**src/rtl/tone_period_detector.sv**
```systemverilog
// Measures the rise-to-rise period of an asynchronous tone in clk_50MHz cycles,
// classifies it against four note periods and locks once the note is stable.
module tone_period_detector #(
  parameter int unsigned P0         = 190002,
  parameter int unsigned P1         = 151502,
  parameter int unsigned P2         = 120002,
  parameter int unsigned P3         = 95502,
  parameter int unsigned TOL        = 2000,
  parameter int unsigned STABLE_CNT = 3,
  parameter int unsigned TIMEOUT    = 250000
) (
  input  logic        clk_50MHz,
  input  logic        reset_button,
  input  logic        tone_in,
  output logic [17:0] period_out,
  output logic        period_strobe,
  output logic [1:0]  note_code,
  output logic        note_valid,
  output logic        no_tone
);

  localparam int CW = 18;
  localparam int RW = $clog2(STABLE_CNT + 1);
  localparam logic [CW-1:0] CNT_MAX = CW'(TIMEOUT - 1);
  localparam logic [RW-1:0] RUN_MAX = RW'(STABLE_CNT);
  localparam int unsigned   PK [4]  = '{P0, P1, P2, P3};

  typedef enum logic [1:0] {IDLE, MEASURE, LOCKED} state_t;

  state_t        r_state, w_state_nx;
  logic          r_sync1, r_sync2, r_delay;
  logic [CW-1:0] r_cnt, w_cnt_nx;
  logic [RW-1:0] r_run, w_run_nx, w_run_upd;
  logic [1:0]    r_last_code, w_last_nx, w_last_upd;
  logic [CW-1:0] w_period_nx;
  logic          w_strobe_nx, w_valid_nx, w_no_tone_nx;
  logic [1:0]    w_code_nx;
  logic          w_rise;
  logic [31:0]   w_period;
  logic          w_match;
  logic [1:0]    w_code;

  // NOTE: sequential state is written with <= so every flop samples pre-edge values.
  always_ff @(posedge clk_50MHz) begin
    if (reset_button) begin
      r_sync1 <= 1'b0;
      r_sync2 <= 1'b0;
      r_delay <= 1'b0;
    end else begin
      r_sync1 <= tone_in;
      r_sync2 <= r_sync1;
      r_delay <= r_sync2;
    end
  end

  assign w_rise   = r_sync2 & ~r_delay;
  assign w_period = 32'(r_cnt) + 32'd1;

  // NOTE: every signal written in always_comb gets a default first, so no latch is inferred.
  always_comb begin
    w_match = 1'b0;
    w_code  = 2'd0;
    for (int k = 0; k < 4; k++) begin
      if (!w_match && (w_period + TOL >= PK[k]) && (w_period <= PK[k] + TOL)) begin
        w_match = 1'b1;
        w_code  = 2'(k);
      end
    end
  end

  // Run length of consecutive periods that matched the same note.
  always_comb begin
    w_run_upd  = r_run;
    w_last_upd = r_last_code;
    if (!w_match) begin
      w_run_upd = '0;
    end else if (w_code == r_last_code) begin
      w_run_upd = (r_run == RUN_MAX) ? RUN_MAX : r_run + 1'b1;
    end else begin
      w_run_upd  = RW'(1);
      w_last_upd = w_code;
    end
  end

  always_comb begin
    w_state_nx   = r_state;
    w_cnt_nx     = (r_cnt == CNT_MAX) ? r_cnt : r_cnt + 1'b1;
    w_run_nx     = r_run;
    w_last_nx    = r_last_code;
    w_period_nx  = period_out;
    w_strobe_nx  = 1'b0;
    w_code_nx    = note_code;
    w_valid_nx   = note_valid;
    w_no_tone_nx = no_tone;
    case (r_state)
      IDLE: begin
        if (w_rise) begin
          w_state_nx   = MEASURE;
          w_cnt_nx     = '0;
          w_no_tone_nx = 1'b0;
        end
      end
      MEASURE, LOCKED: begin
        if (w_rise) begin
          w_cnt_nx    = '0;
          w_period_nx = w_period[CW-1:0];
          w_strobe_nx = 1'b1;
          w_run_nx    = w_run_upd;
          w_last_nx   = w_last_upd;
          if (w_run_upd == RUN_MAX) begin
            w_state_nx = LOCKED;
            w_valid_nx = 1'b1;
            w_code_nx  = w_last_upd;
          end else begin
            w_state_nx = MEASURE;
            w_valid_nx = 1'b0;
          end
        end else if (r_cnt == CNT_MAX) begin
          // A rise on the threshold cycle wins; only a silent threshold times out.
          w_state_nx   = IDLE;
          w_valid_nx   = 1'b0;
          w_no_tone_nx = 1'b1;
          w_run_nx     = '0;
        end
      end
      default: w_state_nx = IDLE;
    endcase
  end

  // NOTE: reset is synchronous and clears every flop here; there are no memories to exclude.
  always_ff @(posedge clk_50MHz) begin
    if (reset_button) begin
      r_state       <= IDLE;
      r_cnt         <= '0;
      r_run         <= '0;
      r_last_code   <= 2'd0;
      period_out    <= '0;
      period_strobe <= 1'b0;
      note_code     <= 2'd0;
      note_valid    <= 1'b0;
      no_tone       <= 1'b1;
    end else begin
      r_state       <= w_state_nx;
      r_cnt         <= w_cnt_nx;
      r_run         <= w_run_nx;
      r_last_code   <= w_last_nx;
      period_out    <= w_period_nx;
      period_strobe <= w_strobe_nx;
      note_code     <= w_code_nx;
      note_valid    <= w_valid_nx;
      no_tone       <= w_no_tone_nx;
    end
  end

endmodule

```
**config.mk**
```make
export PLATFORM = sky130hd
export DESIGN_NAME = tone_period_detector
export DESIGN_NICKNAME = d
export VERILOG_FILES = /design/src/rtl/tone_period_detector.sv
export SDC_FILE = /design/constraint.sdc
export NUM_CORES = 1
export LEC_CHECK = 0
export ABC_AREA = 1
export CELL_PAD_IN_SITES_DETAIL_PLACEMENT = 1
export CELL_PAD_IN_SITES_GLOBAL_PLACEMENT = 1
export CORE_MARGIN = 3
export CORE_UTILIZATION = 37
export DETAILED_ROUTE_END_ITERATION = 12
export GPL_ROUTABILITY_DRIVEN = 0
export PLACE_DENSITY_LB_ADDON = 0.2
export SYNTH_ARGS = -nofsm -noshare
export SYNTH_HDL_FRONTEND = slang
export SYNTH_SLANG_ARGS = --single-unit
```
**constraint.sdc**
```tcl
create_clock -name clk_50MHz -period 3.45 [get_ports clk_50MHz]
set_input_delay 0.345 -clock clk_50MHz [delete_from_list [all_inputs] [get_ports clk_50MHz]]
set_output_delay 0.345 -clock clk_50MHz [all_outputs]
set_load 0.02 [all_outputs]
```
==> impl_metrics.json, run 1 <==
{
  "post_drt_wl_per_cell_um": 17.2,
  "synth_warnings": 0,
  "period_minus_slack_ps": 3360,
  "drive_above_1_share": 0.217,
  "fin_nets": 635,
  "synth_seq_area_share": 0.287,
  "yosys.cell_types.count": 29,
  "switchingPower_w": 0.000318,
  "synth_top_area_share": 0.287,
  "p_int_w": 0.000857,
  "slew_viol_final": 0,
  "n_fill_cell": 1196,
  "maxCapViolations": 0,
  "async_reset_ff_frac": 0,
  "avgSynthCellArea_sq_um": 6.10,
  "seqCellArea_sq_mm": 0.00103,
  "p_leak_nw": 2.09,
  "crit_arrival_ps": 3600,
  "finClkSkew_ps": 7.36,
  "layout_common_cells": "nand2_1, inv_1, nor2_1",
  "die-area_sq_mm": 0.0106,
  "dpl-instance-area_sq_mm": 0.00394,
  "num_vias": 3986,
  "fin_total_pwr_w": 0.00118,
  "clockBufferDepth": 2,
  "ir_drop_mv": 0.158,
  "root_buffer": "clkbuf_8",
  "drt-initial-drc-count": 169,
  "p_sw_frac": 0.271,
  "period_share": 0.973,
  "antenna_found_initial": 0,
  "h-tree-depth": 2,
  "worst_ep_required_time_ps": 3690,
  "fmax_mhz": 298,
  "io_buffers": 25,
  "cts_tree": "yes",
  "final.setup.tns_ps": 0,
  "start_kind": "flop",
  "globalRouteTotalUtil": 0.227,
  "slowest_stage": "dfxtp_4",
  "status": "complete, no violations",
  "syn_nets": 581,
  "cts_buffers": 5,
  "crit_type": "reg -> reg",
  "ant_nets": 0,
  "max_slew_margin": 0.542,
  "holdWs_ps": 413,
  "design_area_sq_mm": 0.00441,
  "synth.area.top_cells": "dfxtp_1, nand2_1, nand3_1, inv_1, nor2_1",
  "clk_latency_ps": 310,
  "die_w_um": 103,
  "multiInputGateArea_sq_mm": 0.00232,
  "synth-seq-cells": 50,
  "power_frac_seq": 0.514,
  "core_area_sq_mm": 0.00893,
  "cts.sinks": 50,
  "hp-class": "reg -> reg",
  "worstSetupEndpointType": "flop",
  "synthFlopType": "dfxtp_1",
  "grt_pass1_vias": 3984,
  "die_h_um": 103,
  "drc": 0,
  "grt_pass1_wl_um": 19000,
  "rrSetupSlack_ps": 90,
  "finalHoldViolCount": 0,
  "ioPinCount": 26,
  "worst_slew_pin_slew_ps": 686,
  "std_cell_rows": 34,
  "grt-ovfl-total": 0,
  "grt_max_degree": 27,
  "cpPeakStageDelay_ps": 410,
  "syn_inst": 571,
  "area_delta_synth_final_pct": 26.6,
  "hpwl_um": 9230,
  "crit_fanout": 7,
  "setup_viol": 0,
  "diodes": 0,
  "yosys.area.top_type": "dfxtp_1",
  "crit_top_cell": "nand2_1",
  "initial_utilization": 0.390,
  "pwr-share-clk": 0.380,
  "path_clk_slew_ps": 110,
  "holdBufCountCts": 0,
  "comb_power_share": 0.106,
  "wl_um": 12600,
  "mostFrequentLayoutCell": "nand2_1",
  "vias_per_cell": 5.43,
  "drtPass1Iterations": 4,
  "synth.cell_area_sq_mm": 0.00348,
  "power_density_mw_per_mm2": 266,
  "synth_edf_count": 0
}
-- power by group through the flow --
stage	Combinational, W	Clock [W]	Sequential [W]
final	0.000124	0.000446	0.000605
after global routing	0.000138	0.000476	0.000607
after CTS	0.000118	0.000450	0.000605
after detailed placement	0.000117	0	0.000617
after global placement	0.000112	0	0.000616
after floorplan	0.0000603	0	0.000626
-- layer usage --
layer  track usage  wire, um
met1         0.296      5630
met4        0.0608       212
met3        0.0318       447
met2         0.393      6330
met5             0         0
-- final cells by class --
cell class	count	area share
clock buffers	5	0.0156
clock inverters	3	0.0108
inverters	82	0.0720
multi-input cells	431	0.527
flip-flops and latches	50	0.233
well taps	108	0.0306
repair buffers	55	0.111
-- flip-flops by register name, indices dropped and copies added (netlist names), 2 cells and up --
signal       cells
period_out      18
r_cnt           18
note_code        2
r_last_code      2
r_run            2
r_state          2
-- what timing repair did --
item / 4_1_cts / 5_1_grt
buffers inserted: 0 / 17
pin swaps: 1 / 17
endpoints found under the setup margin: 3 / 7
gates resized for setup: 7 / 64
-- cells in the mapped netlist (2+ instances only) --
cell type,count
xnor2_1,2
dfxtp_1,50
nand3_4,2
nor2_1,65
o21ai_1,4
a21oi_1,26
o211ai_1,10
inv_1,71
nand3_2,2
nor4_1,2
nand4_1,14
clkbuf_1,8
nand2_1,167
o2111ai_1,2
nand3_1,58
inv_2,10
nor3_1,9
ha_1,7
o21ai_0,26
nor2_4,9
nor2_2,4
nand2_2,16
-- worst paths after layout --
kind / start / end / cells past startpoint
max reg2reg: r_cnt[0] / note_code[0] / 25
min: r_sync1 / r_sync2 / 2
min reg2reg: r_sync1 / r_sync2 / 2
max: r_cnt[0] / note_code[0] / 25
-- per-stage QoR --
step / setup WS [ps] / cells / utilization
after floorplan: 231 / 571 / -
final: 94.2 / 734 / 0.494
after global placement: 191 / 709 / 0.441
after detailed placement: -39.7 / 709 / 0.441
after CTS: 33.1 / 717 / 0.456
after global routing: -184 / 734 / 0.494
-- cell families after synthesis --
family                   share of synthesized area
adder cells (fa/ha/maj)                     0.0251
buffers and inverters                       0.0984
AND/OR/NAND/NOR                              0.465
flip-flops                                   0.287
AO/OA/AOI/OAI                                0.115
XOR/XNOR                                   0.00970
-- worst max-delay path: cells and delay by family (launching register included) --
family,cells,cell delay [ps]
compound gates,2,280
fa+ha+maj,1,180
buf+inv,1,60
flops,1,410
simple gates,21,2340
Note: power is estimated with default switching activity, not from simulation.
==> run 2: changes to the inputs <==
- CORE_MARGIN: 3 -> unset
==> impl_metrics.json, run 2 (synthesis gave the netlist of run 1 again) <==
{
  "finClkSkew_ps": 11.0,
  "die_h_um": 99.0,
  "max_slew_margin": 0.521,
  "grt_pass1_wl_um": 19700,
  "ant_nets": 0,
  "slowest_stage": "dfxtp_4",
  "grt_pass1_vias": 4041,
  "clockBufferDepth": 2,
  "drive_above_1_share": 0.225,
  "initial_utilization": 0.379,
  "fin_nets": 636,
  "core_area_sq_mm": 0.00920,
  "n_fill_cell": 1238,
  "clk_latency_ps": 320,
  "crit_type": "reg -> reg",
  "wl_um": 12300,
  "mostFrequentLayoutCell": "nand2_1",
  "grt-ovfl-total": 0,
  "worstSetupEndpointType": "flop",
  "crit_arrival_ps": 3430,
  "root_buffer": "clkbuf_8",
  "period_minus_slack_ps": 3210,
  "r2r_end": "note_code[1]",
  "place_inst": 715,
  "crit_fanout": 5,
  "finalHoldViolCount": 0,
  "hp-class": "reg -> reg",
  "grt_max_degree": 29,
  "io_buffers": 25,
  "ioPinCount": 26,
  "rr_startpoint": "r_cnt[1]",
  "reg2reg_depth": 29,
  "antenna_found_initial": 0,
  "vias_per_cell": 5.26,
  "rrSetupSlack_ps": 240,
  "hpwl_um": 9370,
  "drtPass1Iterations": 4,
  "fin_total_pwr_w": 0.00112,
  "fmax_mhz": 312,
  "p_leak_nw": 2.05,
  "worst_ep_required_time_ps": 3680,
  "drc": 0,
  "period_share": 0.929,
  "std_cell_rows": 35,
  "path_clk_slew_ps": 110,
  "crit_top_cell": "nand2_1",
  "globalRouteTotalUtil": 0.252,
  "top_regs": "period_out (18), r_cnt (18)",
  "status": "complete, no violations",
  "layout_common_cells": "nand2_1, inv_1, nor2_1",
  "final_cells": 738,
  "power_density_mw_per_mm2": 252,
  "area_delta_synth_final_pct": 27.6,
  "maxCapViolations": 0,
  "diodes": 0,
  "cp-endpoint": "note_code[1]",
  "holdBufCountCts": 0,
  "drt-initial-drc-count": 212,
  "startpoint": "r_cnt[1]",
  "start_kind": "flop",
  "num_vias": 3884,
  "cts.sinks": 50,
  "die_w_um": 99.0,
  "cpPeakStageDelay_ps": 410,
  "slew_viol_final": 0,
  "cts_tree": "yes",
  "ir_drop_mv": 0.192,
  "die-area_sq_mm": 0.00981,
  "setup_viol": 0,
  "cts_buffers": 5,
  "post_drt_wl_per_cell_um": 16.7,
  "h-tree-depth": 2,
  "worst_slew_pin_slew_ps": 712
}
## run 2: cell types whose count changed in the layout (fill, tap and decap cells not counted), sizes merged
cell / previous run / this run
buf: 30 / 31
bufinv: 1 / 0
clkbuf: 5 / 6
clkinvlp: 0 / 1
inv: 83 / 82
## run 2: where the power goes
part	switching, W	internal [W]	total [W]
Sequential	0.0000133	0.000592	0.000605
Combinational	0.0000787	0.0000451	0.000124
Clock	0.000228	0.000166	0.000394
Total	0.000320	0.000803	0.00112
## run 2: layout make-up
cell class	count	area (sq um)	area share
multi-input cells	431	2380	0.536
clock inverters	2	16.3	0.00366
repair buffers	56	487	0.109
clock buffers	6	82.6	0.0186
well taps	111	139	0.0312
inverters	82	320	0.0720
flip-flops and latches	50	1020	0.229
## run 2: how the worst min path moves through the flow
stage / start / end / slack, ps / depth (start not counted)
final: r_sync1 / r_sync2 / 420 / 2
after global routing: r_sync1 / r_sync2 / 460 / 2
after floorplan: r_sync1 / r_sync2 / 390 / 2
after detailed placement: r_sync1 / r_sync2 / 400 / 2
after CTS: r_sync1 / r_sync2 / 420 / 2
after global placement: r_sync1 / r_sync2 / 400 / 2
## run 2: through the flow
| step | instance area (sq um) | hold WS, ps | setup slack [ps] | TNS (ps) | util |
|---|---|---|---|---|---|
| after floorplan | 3480 | 388 | 231 | 0 | - |
| after global placement | 3970 | 398 | 205 | 0 | 0.431 |
| after detailed placement | 3970 | 399 | 28.5 | 0 | 0.431 |
| after CTS | 4080 | 421 | 23.9 | 0 | 0.443 |
| after global routing | 4450 | 457 | -81.3 | -249 | 0.484 |
| final | 4450 | 416 | 245 | 0 | 0.484 |
## run 2: timing repair
item | CTS | global route
buffers inserted | 1 | 14
pin swaps | 1 | 21
hold endpoints to repair | 0 | 0
endpoints found under the setup margin | 2 | 7
gates cloned | 0 | 0
resized for setup | 3 | 76
## run 2: critical path, delay by kind of cell (launching register included)
kind,cells,cell delay [ps]
adders and majority gates,2,390
buffers and inverters,3,180
DFF,1,410
and+or+nand+nor,24,2120
## run 2: layer usage
layer  global-route usage  vias up  part of all wire
li1                     -     1940                 -
met1                0.337     1867              0.47
met2                0.434       64              0.49
met3               0.0270       13             0.033
met4               0.0597        0             0.012
met5                    0        -                 0
